--- config.mk ---
export PLATFORM = sky130hd
export DESIGN_NAME = btb_redirect_ctrl_flat
export DESIGN_NICKNAME = d
export VERILOG_FILES = /design/src/rtl/btb_redirect_ctrl_pkg.sv /design/src/rtl/btb_redirect_ctrl_if.sv /design/src/rtl/btb_redirect_ctrl_pred_pipe.sv /design/src/rtl/btb_redirect_ctrl.sv /design/src/flat_wrapper.sv
export SDC_FILE = /design/constraint.sdc
export NUM_CORES = 1
export LEC_CHECK = 0
export CORE_MARGIN = 2
export CORE_UTILIZATION = 35
export DETAILED_ROUTE_END_ITERATION = 8
export SLEW_MARGIN = 20
export SYNTH_ARGS = -nofsm -noshare
export SYNTH_HDL_FRONTEND = slang
export SYNTH_HIERARCHICAL = 1
export SYNTH_SLANG_ARGS = --single-unit
export TNS_END_PERCENT = 100
--- constraint.sdc ---
create_clock -name clk -period 2.8 [get_ports clk]
set_input_delay 0.28 -clock clk [delete_from_list [all_inputs] [get_ports clk]]
set_output_delay 0.28 -clock clk [all_outputs]
set_load 0.01 [all_outputs]
--- src/rtl/btb_redirect_ctrl_pkg.sv ---
// Shared opcodes, condition encodings and controller state for the BTB redirect controller.
package btb_redirect_ctrl_pkg;
  localparam int DEF_PC_W = 16;
  localparam logic [3:0] OP_BR       = 4'b1001;
  localparam logic [3:0] OP_JMP      = 4'b1010;
  localparam logic [2:0] COND_ALWAYS = 3'b111;

  typedef enum logic {RUN, FLUSH} state_t;

  // Actual branch direction; non-branch opcodes report not-taken.
  function automatic logic br_taken(input logic [3:0] op, input logic [2:0] cond,
                                    input logic g, input logic z, input logic l);
    if (op == OP_JMP) return 1'b1;
    if (op != OP_BR) return 1'b0;
    return (cond == COND_ALWAYS) || (|(cond & {g, z, l}));
  endfunction
endpackage

--- src/rtl/btb_redirect_ctrl_if.sv ---
// Fetch/EX inputs and redirect/BTB-write outputs of the redirect controller.
interface btb_redirect_ctrl_if #(parameter int PC_W = 16);
  logic            stall;
  logic            btb_prediction;
  logic [PC_W-1:0] btb_target;
  logic            ex_valid;
  logic [PC_W-1:0] ex_pc;
  logic [3:0]      ex_opcode;
  logic [2:0]      ex_cond;
  logic [PC_W-1:0] target_entry;
  logic            gflag, zflag, lflag;
  logic            redirect_valid;
  logic [PC_W-1:0] redirect_pc;
  logic            flush;
  logic            btb_wr_en;
  logic [PC_W-1:0] btb_wr_pc;
  logic [PC_W-1:0] btb_wr_target;
  logic            btb_wr_taken;
  logic [15:0]     mispredict_cnt;

  modport slave (
    input  stall, btb_prediction, btb_target, ex_valid, ex_pc, ex_opcode, ex_cond,
           target_entry, gflag, zflag, lflag,
    output redirect_valid, redirect_pc, flush, btb_wr_en, btb_wr_pc, btb_wr_target,
           btb_wr_taken, mispredict_cnt
  );
  modport master (
    output stall, btb_prediction, btb_target, ex_valid, ex_pc, ex_opcode, ex_cond,
           target_entry, gflag, zflag, lflag,
    input  redirect_valid, redirect_pc, flush, btb_wr_en, btb_wr_pc, btb_wr_target,
           btb_wr_taken, mispredict_cnt
  );
endinterface

--- src/rtl/btb_redirect_ctrl_pred_pipe.sv ---
// Carries fetch-time BTB predictions down to EX; frozen on stall, zeroed while flushing.
module btb_pred_pipe #(
  parameter int PC_W  = 16,
  parameter int DEPTH = 2
) (
  input  logic            clk,
  input  logic            rst,
  input  logic            stall,
  input  logic            flush,
  input  logic            in_pred,
  input  logic [PC_W-1:0] in_target,
  output logic            out_pred,
  output logic [PC_W-1:0] out_target
);
  logic [DEPTH-1:0]           pred_q;
  logic [DEPTH-1:0][PC_W-1:0] tgt_q;

  // Flush wins over stall so wrong-path predictions never survive a redirect.
  always_ff @(posedge clk or negedge rst) begin
    if (!rst) begin
      pred_q <= '0;
      tgt_q  <= '0;
    end else if (flush) begin
      pred_q <= '0;
      tgt_q  <= '0;
    end else if (!stall) begin
      pred_q[0] <= in_pred;
      tgt_q[0]  <= in_target;
      for (int i = 1; i < DEPTH; i++) begin
        pred_q[i] <= pred_q[i-1];
        tgt_q[i]  <= tgt_q[i-1];
      end
    end
  end

  assign out_pred   = pred_q[DEPTH-1];
  assign out_target = tgt_q[DEPTH-1];
endmodule

--- src/rtl/btb_redirect_ctrl.sv ---
// Resolves EX branches against their fetch-time BTB prediction; drives redirect, flush and BTB training.
module btb_redirect_ctrl
  import btb_redirect_ctrl_pkg::*;
#(
  parameter int PC_W         = DEF_PC_W,
  parameter int PRED_DEPTH   = 2,
  parameter int FLUSH_CYCLES = 2
) (
  input  logic                   clk,
  input  logic                   rst,
  btb_redirect_ctrl_if.slave     bus
);
  localparam int FC_W = $clog2(FLUSH_CYCLES + 1);

  state_t          state;
  logic [FC_W-1:0] flush_left;
  logic            tok_pred;
  logic [PC_W-1:0] tok_tgt;
  logic            is_branch, taken, resolve;
  logic            mis_take, mis_nt, mis_alias, mispredict;
  logic [PC_W-1:0] pc_inc;

  btb_pred_pipe #(.PC_W(PC_W), .DEPTH(PRED_DEPTH)) u_pipe (
    .clk       (clk),
    .rst       (rst),
    .stall     (bus.stall),
    .flush     (bus.flush),
    .in_pred   (bus.btb_prediction),
    .in_target (bus.btb_target),
    .out_pred  (tok_pred),
    .out_target(tok_tgt)
  );

  assign is_branch  = (bus.ex_opcode == OP_BR) || (bus.ex_opcode == OP_JMP);
  assign taken      = br_taken(bus.ex_opcode, bus.ex_cond, bus.gflag, bus.zflag, bus.lflag);
  assign resolve    = (state == RUN) && bus.ex_valid && !bus.stall;
  assign pc_inc     = bus.ex_pc + PC_W'(1);
  assign mis_take   = is_branch && taken && (!tok_pred || (tok_tgt != bus.target_entry));
  assign mis_nt     = is_branch && !taken && tok_pred;
  assign mis_alias  = !is_branch && tok_pred;
  assign mispredict = mis_take || mis_nt || mis_alias;

  always_ff @(posedge clk or negedge rst) begin
    if (!rst) begin
      state              <= RUN;
      flush_left         <= '0;
      bus.redirect_valid <= 1'b0;
      bus.redirect_pc    <= '0;
      bus.flush          <= 1'b0;
      bus.btb_wr_en      <= 1'b0;
      bus.btb_wr_pc      <= '0;
      bus.btb_wr_target  <= '0;
      bus.btb_wr_taken   <= 1'b0;
      bus.mispredict_cnt <= '0;
    end else begin
      bus.redirect_valid <= 1'b0;
      bus.btb_wr_en      <= 1'b0;
      case (state)
        RUN: begin
          if (resolve && mispredict) begin
            bus.redirect_valid <= 1'b1;
            bus.redirect_pc    <= mis_take ? bus.target_entry : pc_inc;
            bus.btb_wr_en      <= 1'b1;
            bus.btb_wr_pc      <= bus.ex_pc;
            bus.btb_wr_target  <= mis_alias ? '0 : bus.target_entry;
            bus.btb_wr_taken   <= mis_take;
            bus.flush          <= 1'b1;
            flush_left         <= FC_W'(FLUSH_CYCLES - 1);
            state              <= FLUSH;
            if (bus.mispredict_cnt != 16'hFFFF)
              bus.mispredict_cnt <= bus.mispredict_cnt + 16'd1;
          end else if (resolve && is_branch) begin
            // Correct prediction still trains, reinforcing the entry.
            bus.btb_wr_en     <= 1'b1;
            bus.btb_wr_pc     <= bus.ex_pc;
            bus.btb_wr_target <= bus.target_entry;
            bus.btb_wr_taken  <= taken;
          end
        end
        FLUSH: begin
          if (flush_left == '0) begin
            bus.flush <= 1'b0;
            state     <= RUN;
          end else begin
            flush_left <= flush_left - FC_W'(1);
          end
        end
        default: state <= RUN;
      endcase
    end
  end
endmodule
--- src/flat_wrapper.sv ---
// flat-port wrapper written by rule: the top's interface ports become plain ports
module btb_redirect_ctrl_flat import btb_redirect_ctrl_pkg::*;
#(
  parameter int PC_W         = DEF_PC_W,
  parameter int PRED_DEPTH   = 2,
  parameter int FLUSH_CYCLES = 2
)
  (clk, rst, bus_stall, bus_btb_prediction, bus_btb_target, bus_ex_valid, bus_ex_pc, bus_ex_opcode, bus_ex_cond, bus_target_entry, bus_gflag, bus_zflag, bus_lflag, bus_redirect_valid, bus_redirect_pc, bus_flush, bus_btb_wr_en, bus_btb_wr_pc, bus_btb_wr_target, bus_btb_wr_taken, bus_mispredict_cnt);
  btb_redirect_ctrl_if #(.PC_W(PC_W)) bus_i ();
  input  logic clk;
  input  logic rst;
  input wire logic [$bits(bus_i.stall)-1:0] bus_stall;
  input wire logic [$bits(bus_i.btb_prediction)-1:0] bus_btb_prediction;
  input wire logic [$bits(bus_i.btb_target)-1:0] bus_btb_target;
  input wire logic [$bits(bus_i.ex_valid)-1:0] bus_ex_valid;
  input wire logic [$bits(bus_i.ex_pc)-1:0] bus_ex_pc;
  input wire logic [$bits(bus_i.ex_opcode)-1:0] bus_ex_opcode;
  input wire logic [$bits(bus_i.ex_cond)-1:0] bus_ex_cond;
  input wire logic [$bits(bus_i.target_entry)-1:0] bus_target_entry;
  input wire logic [$bits(bus_i.gflag)-1:0] bus_gflag;
  input wire logic [$bits(bus_i.zflag)-1:0] bus_zflag;
  input wire logic [$bits(bus_i.lflag)-1:0] bus_lflag;
  output wire logic [$bits(bus_i.redirect_valid)-1:0] bus_redirect_valid;
  output wire logic [$bits(bus_i.redirect_pc)-1:0] bus_redirect_pc;
  output wire logic [$bits(bus_i.flush)-1:0] bus_flush;
  output wire logic [$bits(bus_i.btb_wr_en)-1:0] bus_btb_wr_en;
  output wire logic [$bits(bus_i.btb_wr_pc)-1:0] bus_btb_wr_pc;
  output wire logic [$bits(bus_i.btb_wr_target)-1:0] bus_btb_wr_target;
  output wire logic [$bits(bus_i.btb_wr_taken)-1:0] bus_btb_wr_taken;
  output wire logic [$bits(bus_i.mispredict_cnt)-1:0] bus_mispredict_cnt;
  assign bus_i.stall = bus_stall;
  assign bus_i.btb_prediction = bus_btb_prediction;
  assign bus_i.btb_target = bus_btb_target;
  assign bus_i.ex_valid = bus_ex_valid;
  assign bus_i.ex_pc = bus_ex_pc;
  assign bus_i.ex_opcode = bus_ex_opcode;
  assign bus_i.ex_cond = bus_ex_cond;
  assign bus_i.target_entry = bus_target_entry;
  assign bus_i.gflag = bus_gflag;
  assign bus_i.zflag = bus_zflag;
  assign bus_i.lflag = bus_lflag;
  assign bus_redirect_valid = bus_i.redirect_valid;
  assign bus_redirect_pc = bus_i.redirect_pc;
  assign bus_flush = bus_i.flush;
  assign bus_btb_wr_en = bus_i.btb_wr_en;
  assign bus_btb_wr_pc = bus_i.btb_wr_pc;
  assign bus_btb_wr_target = bus_i.btb_wr_target;
  assign bus_btb_wr_taken = bus_i.btb_wr_taken;
  assign bus_mispredict_cnt = bus_i.mispredict_cnt;
  btb_redirect_ctrl #(.PC_W(PC_W), .PRED_DEPTH(PRED_DEPTH), .FLUSH_CYCLES(FLUSH_CYCLES)) u_core (.clk(clk), .rst(rst), .bus(bus_i));
endmodule
**After elaboration in Yosys (flattened, before gate mapping)**

Cells that the tools add are included.

- Register bits after elaboration: 105
- Bits in latches: 0
- RAM bits: 0
- Bits in read-only memories: 0
- Input bits: 63
- Output and inout bits: 68
- Memories: 0

- Add/subtract/negate cells: 3
- Multipliers: 0
- Div/mod/pow operators: 0
- $lt $le $gt $ge: 0
- Equal/unequal tests: 10
- Shift-type cells: 0
- Muxes and demuxes: 32
- Bitwise gates (word level): 2
- Reductions and logical operators: 26

Operators by type and width:

| operator | number |
|---|---|
| 2-to-1 mux 16 bit | 6 |
| 2-to-1 mux 32 bit | 2 |
| adder 16 x 1 -> 16 bit (second input constant) | 2 |
| 2-to-1 mux 1 bit | 17 |
| inequality test 16 bit | 1 |
| inequality test 16 bit (second input constant) | 1 |
| logical AND 1 bit | 9 |
| equality test 4 bit (second input constant) | 2 |
| 2-to-1 mux 2 bit | 4 |
| AND reduction 2 bit | 4 |
| inequality test 2 bit (second input constant) | 3 |
| logical OR 1 bit | 5 |
| zero test 1 bit | 4 |
| inequality test 4 bit (second input constant) | 1 |
| one-hot mux 1 bit (2 select lines) | 2 |
| one-hot mux 2 bit (2 select lines) | 1 |
| bitwise AND 3 bit | 1 |
| equality test 3 bit (second input constant) | 1 |
| AND reduction 3 bit | 1 |
| OR reduction 3 bit | 1 |
| zero test 2 bit | 1 |
| inequality test 2 x 1 -> 1 bit (second input constant) | 1 |
| nonzero test 2 bit | 1 |
| subtractor 2 x 1 -> 2 bit (second input constant) | 1 |
| inverter 1 bit | 1 |

**Depth between registers and ports, before layout**

- Depth in word-level cells: 13
- Gate-level depth with buffers: 9

**Cells and area by module**

The synthesis kept the hierarchy.

By module, submodules not included:

| module | instances | cells each | area an instance (um^2) | seq. area each (um^2) |
|---|---|---|---|---|
| btb_redirect_ctrl | 1 | 301 | 3,454.6 | 1,776.7 |
| btb_pred_pipe | 1 | 126 | 1,529.0 | 850.8 |

**Worst setup path before layout**

No wires, ideal clock.

- Kind: register -> register
- Start point: reg u_core/bus.mispredict_cnt[0] in the netlist's numbering
- End point: reg u_core/bus.mispredict_cnt[1] in the netlist's numbering
- Arrival: 1,930 ps
- Data required time: 2,672 ps
- Setup slack: 743 ps
- Stages on the path, launching flop included: 8
- Buffers on the path: 0
- Period minus slack after synthesis: 2,057 ps
- Cell sequence: dfrtp_1 ha_1 nand2_1 nand4b_1 nor3_1 nor2_1 nand2_1 mux2_1

- Cells in the longest elaborated chain, start to end: 2

RTL lines:

| item | RTL line | source |
|---|---|---|
| start: declaration | btb_redirect_ctrl_if.sv:25 | `btb_wr_taken, mispredict_cnt` |
| start signal: assignment | btb_redirect_ctrl.sv:71 | `bus.mispredict_cnt <= bus.mispredict_cnt + 16'd1;` |
| parallel branches: the longest is 2 deep, another holds adder 16 x 1 -> 16 bit | -- |  |

Several ways; the timed one is not identified.
A chain may end at the register's enable or synchronous reset.

**Worst setup path in the final report**

Same ends and word-level chain as after synthesis.

==> impl_metrics.json <==
{
  "run_status": "finished, final reports clean",
  "hold_viol_final": 0,
  "wl_per_cell_um": 17.35,
  "r2r-end": "u_core/bus.mispredict_cnt[1]$_DFFE_PN0P_",
  "crit_chain": "ha_1 > nand2_1 > nand4b_1 > nor3_1 > nor2_1 > nand2_1 > mux2_1",
  "dp_hpwl_um": 9289,
  "clock_sinks": 105,
  "ios": 131,
  "p_switching_mw": 1.755,
  "worstPathRequired_ns": 3.03,
  "clk_latency_ns": 0.35,
  "seq_area_frac_synth": 0.5272,
  "fp.dieW_um": 123.3,
  "p_int_mw": 3.870,
  "finClkSkew_ns": 0.008573,
  "ys_ff_latch": 105,
  "portBuffers": 130,
  "synth_commonest_cells": "dfrtp_1, nor2_1, mux2i_1",
  "cts_resized": 0,
  "cap_violations": 0,
  "first_iter_violations": 211,
  "dr.pass1.iters": 4,
  "clk_pin_slew_ns": 0.07,
  "rows": 43,
  "ctsHoldBuffers": 1,
  "worst-r2r-setup-slack_ns": 0.48,
  "design.die.area_um2": 15210,
  "grt_pass1_vias": 3685,
  "netlist.area_leader.share": 0.5272,
  "synth_cell_type_count": 46,
  "met2WireLength_um": 5458,
  "syn_nets": 493,
  "place_inst": 712,
  "critPathKind": "reg -> reg",
  "synth_area_um2": 4984,
  "power_frac_clock": 0.219,
  "yosysWarnings": 6,
  "synthArstFlopShare": 1.000,
  "grt_pass1_wl_um": 20240,
  "cp_slowest_cell": "nor3_1",
  "routed_wl_um": 12650,
  "finalSetupTns_ns": 0,
  "htreeDepth": 3,
  "synthCells": 427,
  "fin_cells": 729,
  "numCtsBuffers": 9,
  "fin_crit_ns": 2.320,
  "cts_tree": "built",
  "relSlewSlack": 0.5380,
  "synth_flop_cell": "dfrtp_1",
  "p_leak_nw": 2.924,
  "critPathArrivalTime_ns": 2.55,
  "cts_root_buf": "clkbuf_16",
  "layout-drive-gt1-share": 0.09654,
  "cts_setup_buffers": 0,
  "post-route-drc-count": 0,
  "r2r_start": "u_core/bus.mispredict_cnt[0]$_DFFE_PN0P_",
  "grtUsageTotal": 0.1761,
  "slew_viol_final": 0,
  "p_sw_frac": 0.3120,
  "p_seq_frac": 0.429,
  "synth-edff-count": 0,
  "slowest_delay_ns": 0.57,
  "viasPerCell": 5.051,
  "start_kind": "flop",
  "worst_pin_slew_ns": 0.6877,
  "crit_path_max_fanout": 5,
  "grt_max_degree": 75,
  "endpoint_kind": "flop",
  "grt_overflow_total": 0,
  "syn_avg_cell_area_um2": 11.67,
  "finalHoldWorstSlack_ns": 0.4153,
  "synthTopCellsByArea": "dfrtp_1, mux2i_1, xnor2_1, nor2_1, mux2_2",
  "dr_wl_met3_um": 821,
  "area_growth_syn_to_layout_pct": 33.14,
  "drtAntennaViolNets": 0,
  "final_nets": 610,
  "rsz0062_at_grt": "false",
  "start_util": 0.3590,
  "fmaxAchievable_mhz": 431.1,
  "core_area_um2": 13880,
  "highest-signal-layer": "met4",
  "crit_top_cell": "nand2_1",
  "vias": 3682,
  "die_h_um": 123.3,
  "period_share": 0.8284,
  "setup-violations-final": 0,
  "yosysMostFrequentCell": "dfrtp_1",
  "clockBufferDepth": 2,
  "powerDensity_nw_per_um2": 847.8,
  "worst_ir_drop_vdd_mv": 0.3089,
  "reg2reg_depth": 7,
  "hp-class": "in -> async",
  "antenna_found_initial": 0,
  "path_delay_family": "simple AND/OR/NAND/NOR gates",
  "yosysTopAreaCell": "dfrtp_1",
  "p_comb_frac": 0.352,
  "diodes": 0,
  "wl_met1_um": 6182,
  "critPathBufInv": 0,
  "gp_congestion": 0.7992
}
## layout make-up
type | instances | area (um^2)
Fill cell | 1278 | 7246
Clock inverter | 5 | 37.54
Inverter | 6 | 22.52
Timing Repair Buffer | 143 | 1406
Multi-Input combinational cell | 279 | 2063
Clock buffer | 11 | 252.7
Tap cell | 180 | 225.2
Sequential cell | 105 | 2628
## placed cells by master, fill, tap and decap left out, types with 2 or more instances in the layout
cell and instances:
a22o_1 16, nand2_1 18, buf_4 12, nor4_1 3, nor3_1 5, xnor2_1 24, nand4_1 9, mux2i_1 34
and3_1 12, a21oi_1 2, xor2_1 20, nand4b_1 2, clkdlybuf4s50_1 128, clkbuf_8 2, nor4b_1 2, mux2_2 17
clkbuf_16 9, clkinvlp_4 2, and2_1 2, mux2_1 2, nand3b_1 2, nand3_1 13, and4_1 4, dfrtp_1 105
nand2b_1 5, a221o_1 15, ha_1 3, inv_1 5, nor2_1 54
## logic make-up (layout without fill, tap and decap cells)
logic type	Yosys count	after routing	share of synthesized area
compound gates	42	42	0.07557
xor+xnor	44	44	0.07733
fa+ha+maj	3	3	0.007533
buf+inv	43	165	0.05950
flops	105	105	0.5272
mux	53	53	0.1112
simple gates	137	137	0.1416
## metal layers
layer | up-vias | track usage
li1 | 1738 | -
met1 | 1808 | 0.2615
met2 | 121 | 0.2476
met3 | 15 | 0.04889
met4 | 0 | 0.05540
met5 | - | 0
## per-stage QoR
step	setup WS [ns]	total power, mW	instance area (um^2)	utilization
after floorplan	0.7426	3.342	4984	-
after detailed placement	0.2753	4.430	6335	0.4564
after global routing	0.2941	5.971	6635	0.4780
after global placement	0.3387	4.384	6335	0.4564
after CTS	0.4903	5.689	6635	0.4780
final	0.4804	5.625	6635	0.4780
## power groups by stage
stage / Sequential (mW) / Combinational, mW / Clock, mW
2_1_floorplan: 2.51 / 0.836 / 0
3_3_place_gp: 2.43 / 1.96 / 0
3_5_place_dp: 2.45 / 1.98 / 0
4_1_cts: 2.42 / 2.00 / 1.27
5_1_grt: 2.48 / 2.15 / 1.34
6_report: 2.41 / 1.98 / 1.23
## registers in the layout, summed over array words and instances (netlist names), 2 cells and up
signal,count
u_core/bus.btb_wr_pc,16
u_core/bus.btb_wr_target,16
u_core/bus.mispredict_cnt,16
u_core/bus.redirect_pc,16
u_core/u_pipe/out_target,16
u_core/u_pipe/tgt_q,16
u_core/flush_left,2
u_core/u_pipe/pred_q,2
## worst max path at each step
stage          slack, ns                                startpoint                                       end  depth (start not counted)
2_1_floorplan       0.74  u_core/bus.mispredict_cnt[0]$_DFFE_PN0P_  u_core/bus.mispredict_cnt[1]$_DFFE_PN0P_                          7
3_3_place_gp        0.34                      bus_target_entry[10]  u_core/bus.mispredict_cnt[1]$_DFFE_PN0P_                          8
6_report            0.48  u_core/bus.mispredict_cnt[0]$_DFFE_PN0P_  u_core/bus.mispredict_cnt[1]$_DFFE_PN0P_                          7
4_1_cts             0.49  u_core/bus.mispredict_cnt[0]$_DFFE_PN0P_  u_core/bus.mispredict_cnt[1]$_DFFE_PN0P_                          7
5_1_grt             0.29  u_core/bus.mispredict_cnt[0]$_DFFE_PN0P_  u_core/bus.mispredict_cnt[1]$_DFFE_PN0P_                          7
3_5_place_dp        0.28                      bus_target_entry[10]  u_core/bus.mispredict_cnt[1]$_DFFE_PN0P_                          8
Power figures use the tool's default switching activity.
